## src/rtl/svpwm_pkg.sv

```systemverilog
// Shared definitions for the SVPWM control path: Park-transform FSM state
// encoding, single-precision constants and the default FP phase hold count.
package svpwm_pkg;

    typedef enum logic [2:0] {
        ST_IDLE  = 3'd0,
        ST_MUL1  = 3'd1,
        ST_MUL2  = 3'd2,
        ST_ADD   = 3'd3,
        ST_LATCH = 3'd4,
        ST_ACK   = 3'd5
    } park_state_e;

    localparam int          OP_LAT_DEF = 12;
    localparam int          WAIT_W     = 6;
    localparam logic [31:0] FP_ZERO    = 32'h0000_0000;
    localparam logic [31:0] FP_ONE     = 32'h3F80_0000;

    // True for NaN or infinity (all-ones exponent).
    function automatic logic fp_is_nan_inf(input logic [31:0] v);
        return (v[30:23] == 8'hFF);
    endfunction

endpackage

```

## src/rtl/park_fsm.sv

```systemverilog
// Sequencer for the Park transform: walks IDLE -> MUL1 -> MUL2 -> ADD ->
// LATCH -> ACK, holding each shared-FP phase for OP_LAT+1 cycles.
module park_fsm
    import svpwm_pkg::*;
#(
    parameter int OP_LAT = OP_LAT_DEF
) (
    input  logic        sys_clk,
    input  logic        rst_n,
    input  logic        en,
    output park_state_e state_q,
    output park_state_e state_d,
    output logic        phase_done
);

    logic [WAIT_W-1:0] wait_cnt_q;
    logic [WAIT_W-1:0] wait_cnt_d;

    assign phase_done = (wait_cnt_q == WAIT_W'(OP_LAT));

    // Next state and phase wait counter.
    always_comb begin
        state_d = state_q;
        case (state_q)
            ST_IDLE:  if (en)         state_d = ST_MUL1;
            ST_MUL1:  if (phase_done) state_d = ST_MUL2;
            ST_MUL2:  if (phase_done) state_d = ST_ADD;
            ST_ADD:   if (phase_done) state_d = ST_LATCH;
            ST_LATCH: state_d = ST_ACK;
            ST_ACK:   state_d = ST_IDLE;
            default:  state_d = ST_IDLE;
        endcase

        if ((state_d != state_q) || (state_q == ST_IDLE)) begin
            wait_cnt_d = '0;
        end else begin
            wait_cnt_d = wait_cnt_q + 1'b1;
        end
    end

    // State and counter registers.
    always_ff @(posedge sys_clk or negedge rst_n) begin
        if (!rst_n) begin
            state_q    <= ST_IDLE;
            wait_cnt_q <= '0;
        end else begin
            state_q    <= state_d;
            wait_cnt_q <= wait_cnt_d;
        end
    end

endmodule

```

## src/rtl/park.sv

```systemverilog
// Park transform (alpha/beta -> d/q) built on two shared FP multipliers and
// two shared FP adders. Optional macro PARK_NAN_FILTER_EN: results with an
// all-ones exponent are dropped at latch time and flag sticky nan_err.
module park
    import svpwm_pkg::*;
#(
    parameter int OP_LAT = OP_LAT_DEF
) (
    input  logic        sys_clk,
    input  logic        rst_n,
    input  logic        en,
    input  logic [31:0] I_alpha,
    input  logic [31:0] I_beta,
    input  logic [31:0] sin_theta,
    input  logic [31:0] cos_theta,
    input  logic [31:0] re_mult1,
    input  logic [31:0] re_mult2,
    input  logic [31:0] re_add1,
    input  logic [31:0] re_add2,
    output logic [31:0] mult1a,
    output logic [31:0] mult1b,
    output logic [31:0] mult2a,
    output logic [31:0] mult2b,
    output logic [31:0] add1a,
    output logic [31:0] add1b,
    output logic [31:0] add2a,
    output logic [31:0] add2b,
    output logic        isadd1,
    output logic        isadd2,
    output logic [31:0] I_d,
    output logic [31:0] I_q,
    output logic        ack
`ifdef PARK_NAN_FILTER_EN
    ,
    output logic        nan_err
`endif
);

    park_state_e state_q;
    park_state_e state_d;
    logic        phase_done;

    park_fsm #(.OP_LAT(OP_LAT)) u_fsm (
        .sys_clk    (sys_clk),
        .rst_n      (rst_n),
        .en         (en),
        .state_q    (state_q),
        .state_d    (state_d),
        .phase_done (phase_done)
    );

    logic [31:0] mult1a_q, mult1b_q, mult2a_q, mult2b_q;
    logic [31:0] mult1a_d, mult1b_d, mult2a_d, mult2b_d;
    logic [31:0] add1a_q, add1b_q, add2a_q, add2b_q;
    logic [31:0] add1a_d, add1b_d, add2a_d, add2b_d;
    logic        isadd1_q, isadd2_q, isadd1_d, isadd2_d;
    logic [31:0] p1_q, p2_q, p3_q, p4_q;
    logic [31:0] p1_d, p2_d, p3_d, p4_d;
    logic [31:0] i_d_q, i_q_q, i_d_d, i_q_d;
    logic        nan_err_q, nan_err_d;

    // Operand loading on state entry, product capture, result latching.
    always_comb begin
        mult1a_d  = mult1a_q;
        mult1b_d  = mult1b_q;
        mult2a_d  = mult2a_q;
        mult2b_d  = mult2b_q;
        add1a_d   = add1a_q;
        add1b_d   = add1b_q;
        add2a_d   = add2a_q;
        add2b_d   = add2b_q;
        isadd1_d  = isadd1_q;
        isadd2_d  = isadd2_q;
        p1_d      = p1_q;
        p2_d      = p2_q;
        p3_d      = p3_q;
        p4_d      = p4_q;
        i_d_d     = i_d_q;
        i_q_d     = i_q_q;
        nan_err_d = nan_err_q;

        // Products are taken on the final cycle of their phase.
        if ((state_q == ST_MUL1) && phase_done) begin
            p1_d = re_mult1;
            p2_d = re_mult2;
        end
        if ((state_q == ST_MUL2) && phase_done) begin
            p3_d = re_mult1;
            p4_d = re_mult2;
        end

        // ADD entry coincides with P3/P4 capture, so use the _d values.
        if (state_d != state_q) begin
            case (state_d)
                ST_MUL1: begin
                    mult1a_d = I_alpha;
                    mult1b_d = cos_theta;
                    mult2a_d = I_beta;
                    mult2b_d = sin_theta;
                end
                ST_MUL2: begin
                    mult1a_d = I_alpha;
                    mult1b_d = sin_theta;
                    mult2a_d = I_beta;
                    mult2b_d = cos_theta;
                end
                ST_ADD: begin
                    add1a_d  = p1_d;
                    add1b_d  = p2_d;
                    isadd1_d = 1'b1;
                    add2a_d  = p4_d;
                    add2b_d  = p3_d;
                    isadd2_d = 1'b0;
                end
                default: ;
            endcase
        end

        if (state_q == ST_LATCH) begin
`ifdef PARK_NAN_FILTER_EN
            if (fp_is_nan_inf(re_add1)) nan_err_d = 1'b1;
            else                        i_d_d     = re_add1;
            if (fp_is_nan_inf(re_add2)) nan_err_d = 1'b1;
            else                        i_q_d     = re_add2;
`else
            i_d_d = re_add1;
            i_q_d = re_add2;
`endif
        end
    end

    // Datapath registers, cleared by the asynchronous reset.
    always_ff @(posedge sys_clk or negedge rst_n) begin
        if (!rst_n) begin
            mult1a_q  <= FP_ZERO;
            mult1b_q  <= FP_ZERO;
            mult2a_q  <= FP_ZERO;
            mult2b_q  <= FP_ZERO;
            add1a_q   <= FP_ZERO;
            add1b_q   <= FP_ZERO;
            add2a_q   <= FP_ZERO;
            add2b_q   <= FP_ZERO;
            isadd1_q  <= 1'b0;
            isadd2_q  <= 1'b0;
            p1_q      <= FP_ZERO;
            p2_q      <= FP_ZERO;
            p3_q      <= FP_ZERO;
            p4_q      <= FP_ZERO;
            i_d_q     <= FP_ZERO;
            i_q_q     <= FP_ZERO;
            nan_err_q <= 1'b0;
        end else begin
            mult1a_q  <= mult1a_d;
            mult1b_q  <= mult1b_d;
            mult2a_q  <= mult2a_d;
            mult2b_q  <= mult2b_d;
            add1a_q   <= add1a_d;
            add1b_q   <= add1b_d;
            add2a_q   <= add2a_d;
            add2b_q   <= add2b_d;
            isadd1_q  <= isadd1_d;
            isadd2_q  <= isadd2_d;
            p1_q      <= p1_d;
            p2_q      <= p2_d;
            p3_q      <= p3_d;
            p4_q      <= p4_d;
            i_d_q     <= i_d_d;
            i_q_q     <= i_q_d;
            nan_err_q <= nan_err_d;
        end
    end

    assign mult1a = mult1a_q;
    assign mult1b = mult1b_q;
    assign mult2a = mult2a_q;
    assign mult2b = mult2b_q;
    assign add1a  = add1a_q;
    assign add1b  = add1b_q;
    assign add2a  = add2a_q;
    assign add2b  = add2b_q;
    assign isadd1 = isadd1_q;
    assign isadd2 = isadd2_q;
    assign I_d    = i_d_q;
    assign I_q    = i_q_q;
    assign ack    = (state_q == ST_ACK);

`ifdef PARK_NAN_FILTER_EN
    assign nan_err = nan_err_q;
`else
    logic unused_nan;
    assign unused_nan = nan_err_q;
`endif

endmodule

```

## config.mk

```make
export PLATFORM = sky130hd
export DESIGN_NAME = park
export DESIGN_NICKNAME = d
export VERILOG_FILES = /design/src/rtl/svpwm_pkg.sv /design/src/rtl/park_fsm.sv /design/src/rtl/park.sv
export SDC_FILE = /design/constraint.sdc
export NUM_CORES = 1
export LEC_CHECK = 0
export CAP_MARGIN = 20
export CELL_PAD_IN_SITES_DETAIL_PLACEMENT = 2
export CELL_PAD_IN_SITES_GLOBAL_PLACEMENT = 2
export CORE_MARGIN = 5
export CORE_UTILIZATION = 34
export DETAILED_ROUTE_END_ITERATION = 12
export GPL_ROUTABILITY_DRIVEN = 0
export PLACE_DENSITY_LB_ADDON = 0.1
export REMOVE_ABC_BUFFERS = 1
export SYNTH_ARGS = -nofsm -noshare
export SYNTH_HDL_FRONTEND = slang
export SYNTH_HIERARCHICAL = 1
export SYNTH_SLANG_ARGS = --single-unit
```

## constraint.sdc

```tcl
create_clock -name sys_clk -period 8.3 [get_ports sys_clk]
set_clock_uncertainty 0.15 [all_clocks]
set_input_delay 2.075 -clock sys_clk [delete_from_list [all_inputs] [get_ports sys_clk]]
set_output_delay 2.075 -clock sys_clk [all_outputs]
set_load 0.1 [all_outputs]
```

### Word-level counts from Yosys, hierarchy flattened

Cells that the tools add are included.

| word-level totals | value |
|---|---|
| register bits after elaboration | 458 |
| output and inout bits | 323 |
| word-level logic and storage cells | 49 |

| cells by class | value |
|---|---|
| add/sub/neg operators | 1 |
| equality and inequality tests | 10 |
| muxes and demuxes | 12 |
| reductions and logical operators | 9 |

Operators by type and width:

| cell | number |
|---|---|
| 32-bit 2-to-1 mux | 4 |
| 32-bit one-hot mux with 2 select lines | 2 |
| 3-bit one-hot mux with 5 select lines | 1 |
| 3-bit by 2-bit == test with 1-bit output (second input constant) | 4 |
| 3-bit 2-to-1 mux | 4 |
| 6-bit by 1-bit adder with 6-bit output (second input constant) | 1 |
| 3-bit by 1-bit == test with 1-bit output (second input constant) | 2 |
| 3-bit == test (second input constant) | 2 |
| 6-bit by 4-bit == test with 1-bit output (second input constant) | 1 |
| 6-bit 2-to-1 mux | 1 |
| 2-bit AND reduction | 3 |
| 3-bit zero test | 1 |
| 3-bit inequality test | 1 |
| 1-bit logical AND | 2 |
| 2-bit nonzero test | 1 |
| 2-bit OR reduction | 1 |
| 1-bit logical OR | 1 |

### Depth between registers and ports, before layout

| logic depth | value |
|---|---|
| depth in word-level cells | 6 |
| mapped depth | 10 |
| gate-level depth less buffers | 8 |

### Modules after synthesis

The synthesis kept the hierarchy.

Modules (own cells, without submodules):

| module | instances | cells each | area each (um^2) |
|---|---|---|---|
| park | 1 | 1031 | 17880.9 |
| park_fsm | 1 | 46 | 461.7 |

### Worst setup path after synthesis

OpenSTA, ideal clock, no wires.

| path | value |
|---|---|
| path type | input -> register |
| from | in en |
| to | reg mult1a_q[26] (netlist: mult1a[26]) |
| data arrival time | 3.742 ns |
| required time | 8.025 ns |
| setup slack | 4.283 ns |
| stages | 8 |
| cell sequence | nor2_1 o32a_2 o22ai_1 nor4b_1 nor4_2 clkbuf_8 buf_12 mux2_2 |

| between the ends | value |
|---|---|
| cells in the longest elaborated chain, start to end | 5 |
| elaborated cells on any way between the ends | 7 |
| those cells by class | 3 x eq/ne; 2 x mux; 2 x reduce/logical |

Ends and longest elaborated chain:

| element | RTL line | RTL |
|---|---|---|
| from (decl) | park.sv:11 | `input logic en,` |
| 3-bit 2-to-1 mux * | park_fsm.sv:25 | `ST_IDLE: if (en) state_d = ST_MUL1;` |
| 3-bit one-hot mux with 5 select lines * | park_fsm.sv:24 | `case (state_q)` |
| named net state_d[0] | park.sv:40 | `park_state_e state_d;` |
| 3-bit by 2-bit == test with 1-bit output / 3-bit by 1-bit == test with 1-bit output (equally long branches) | park.sv:94 | `case (state_d)` |
| 2-bit OR reduction (no source line) | -- |  |
| 2-bit AND reduction (no source line) * | -- |  |
| to (signal assigned) | park.sv:153 | `mult1a_q <= mult1a_d;` |
| to (decl) | park.sv:52 | `logic [31:0] mult1a_q, mult1b_q, mult2a_q, mult2b_q;` |

Mark *: on every way through the listed nets, which the timed path passes. The rest lies on a longest branch.
A chain may end at the register's enable or synchronous reset.

### Final worst setup path

| path | value |
|---|---|
| from | reg u_fsm.state_q[0] |
| to | out ack |

| between the ends | value |
|---|---|
| cells in the longest elaborated chain, start to end | 1 |

Ends and longest elaborated chain:

| element | RTL line | RTL |
|---|---|---|
| from (decl) | park_fsm.sv:11 | `output park_state_e state_q,` |
| from (signal assigned) | park_fsm.sv:47 | `state_q <= state_d;` |
| 3-bit == test | park.sv:185 | `assign ack = (state_q == ST_ACK);` |
| to (decl) | park.sv:32 | `output logic ack` |

No other way between the ends.

==> results.txt <==
part of the power in registers -> 33.7%
Nets -> 1927
switch share -> 41.17%
DRT antenna net count -> 0
Design Area, Final -> 26420 sq um
RSZ-0062 raised after global routing -> false
Worst Setup SP -> u_fsm/state_q[0]$_DFF_PN0_
io pins -> 582
Avg Cell Area, Syn -> 17.03 sq um
WL final -> 60760 microns
total negative slack -> 0 ps
Yosys top cell area share -> 62.48%
Via Count -> 11480
final hold vios -> 0
core area -> 53600 sq um
die area -> 58690 sq um
clock latency on the worst-skew pair -> 590 ps
max-slew violations -> 0
Hold WC Path Type -> reg2reg
Sink Count -> 458
Synth Warn # -> 6
r2r setup slk -> 4260 ps
Critical Path End -> ack
Rows -> 85
Worst setup EP type -> output pin
Clock power frac -> 28.3%
Yosys cell types -> 40
crit start category -> register
Initial Util -> 34.22%
Seq cells post-synth -> 458
met3 Track Usage GR -> 7.977%
Max Cap Viol -> 0
P_leak -> 10.73 nW
top_reg_cell synth -> dfrtp_1
CTS max path bufs -> 3
number of enable flip-flop cells after synthesis -> 0
global route total overflow -> 0
first-pass GRT wire length -> 90100 microns
DRT Pass-1 Iters -> 4
power density over cell area -> 298.5 nW/um^2
largest net degree at the start of global routing -> 159
vias in the first global route -> 13300
met1 usage -> 21.38%
hold buffers post-CTS -> 0
CTS tree -> done
Final setup viols -> 0
post-CTS setup buffer count -> 0
Syn Inst Count -> 1077
Final HPWL DP -> 43520 microns
synthesized area -> 18340 sq um
Worst EP required -> 6080 ps
sequential share of the synthesized area -> 62.48%
period utilization -> 58.80%
initial antenna violation count -> 20
layout cells sized above 1 -> 36.21%
Die X-Extent -> 242.3 microns
Internal -> 0.004639 W
status -> finished, final reports clean
combinational fraction of design power -> 37.9%
WS Path Type -> reg2out
Syn-to-layout area delta -> 44.01%
min-delay src -> isadd1$_DFFE_PN0P_
Slew @ Worst Pin -> 1187 ps
largest cells by area after synthesis -> dfrtp_1 (62%), mux2_2 (27%), mux2_4 (6.3%)
CTS Buf Count -> 53
WP data arrival -> 2660 ps
htree depth -> 2
GRT Overall Usage -> 20.11%
relative slew slack -> 20.65%
Peak VDD IR -> 166.3 uV
PortBufs -> 580
most frequent cell after synthesis -> dfrtp_1
CTS clk-pin slew, worst paths -> 60 ps
worst-path fanout max -> 12
routing usage on met2 -> 35.54%
Fill cells -> 5041
detailed-route DRC error count -> 0
net switching power -> 0.003246 W
DR WL/cell -> 25.15 microns
Post-synth top cells -> dfrtp_1 (458), mux2_2 (435), mux2_4 (77)
Tot Pwr -> 0.007885 W
Worst R2R Start -> u_fsm/wait_cnt_q[0]$_DFF_PN0_
Vias/cell -> 4.751
share of flip-flops with an asynchronous set or reset -> 100.0%
die height -> 242.3 microns
PostCTS Resize Cnt -> 0
Min Hold Slack -> 325.7 ps
dominant cell type by area after synthesis -> dfrtp_1
1st-iter DRT viols -> 394
GR peak layer -> met2
worst reg2reg path depth -> 8
clock root buffer -> clkbuf_16
final worst path period need -> 4880 ps
Placed Area -> 24710 sq um
FMAX -> 0.2049 GHz
FF-to-FF End -> add1b[18]$_DFFE_PN0P_
Hold Path Stages -> 1
## sequential cells by signal, summed over array words and instances (netlist names)
signal            flops
I_q                  32
p2_q                 32
p1_q                 32
I_d                  32
mult1b               32
u_fsm/state_q         3
add1b                32
p4_q                 32
add2b                32
isadd1                1
mult2a               32
u_fsm/wait_cnt_q      6
mult1a               32
p3_q                 32
mult2b               32
add2a                32
add1a                32
## stage by stage
stage          instances  util (%)  worst slack, ps
3_5_place_dp        2306     46.11             2682
2_1_floorplan       1019         -            -3006
3_3_place_gp        2306     46.11             2803
5_1_grt             2414     49.27             3282
6_report            2416     49.28             3420
4_1_cts             2399     49.19             3310
## worst min path at each step
stage	endpoint	slack [ps]
global route	isadd1$_DFFE_PN0P_	350
finish	isadd1$_DFFE_PN0P_	330
detailed placement	isadd1$_DFFE_PN0P_	320
CTS	isadd1$_DFFE_PN0P_	330
floorplan	p1_q[0]$_DFF_PN0_	320
global placement	isadd1$_DFFE_PN0P_	300
## cells by family after synthesis
family	count (synthesis)	synth area share [%]
xor gates and xnor gates	2	0.09552
adders and majority gates	2	0.1364
other	1	0.02044
and+or+nand+nor	32	1.241
muxes	512	33.01
DFF	458	62.48
AOI/OAI and AO/OA	10	0.3616
buffers and inverters	60	2.653
## worst max-delay path, stage by stage (launching register included)
cell and delay, ps:
dfrtp_1 600, and3b_2 260, clkdlybuf4s50_1 1200
## power groups by stage
stage,combinational (W),sequential [W],clock [W]
3_5_place_dp,0.00301,0.00270,0
5_1_grt,0.00307,0.00269,0.00242
3_3_place_gp,0.00298,0.00268,0
2_1_floorplan,0.000523,0.00434,0
4_1_cts,0.00302,0.00266,0.00232
6_report,0.00299,0.00266,0.00223
## cell type report
type                            count  area, sq um  area share (%)
Sequential cell                   458        11460           43.39
Multi-Input combinational cell    559         6436           24.37
Timing Repair Buffer              592         5949           22.52
Clock buffer                       83         1589           6.016
Tap cell                          696        870.8           3.297
Clock inverter                     10        61.31          0.2321
Antenna cell                       16        40.04          0.1516
Inverter                            2        7.507         0.02842
## layout by cell type (no fill, tap or decap), types with 2 or more instances in the layout
cell	instances
a21oi_1	3
buf_12	4
buf_4	9
clkbuf_1	15
clkbuf_16	53
clkbuf_8	15
clkdlybuf4s50_1	577
clkinv_2	7
dfrtp_1	458
diode_2	16
ha_1	2
inv_1	2
inv_6	2
mux2_2	435
mux2_4	77
nand2_1	2
nand2b_1	3
nand3_1	3
nor2_1	3
nor3_1	2
nor3b_2	2
o21ai_0	2
or2_2	2
or3_1	2
xnor2_1	2
## metal layers
layer,routed length (microns),up-vias
met5,52,-
met4,1793,8
met3,4785,100
met2,32260,308
met1,21870,6026
li1,-,5036
No activity file was read; power rests on OpenSTA's default activity.
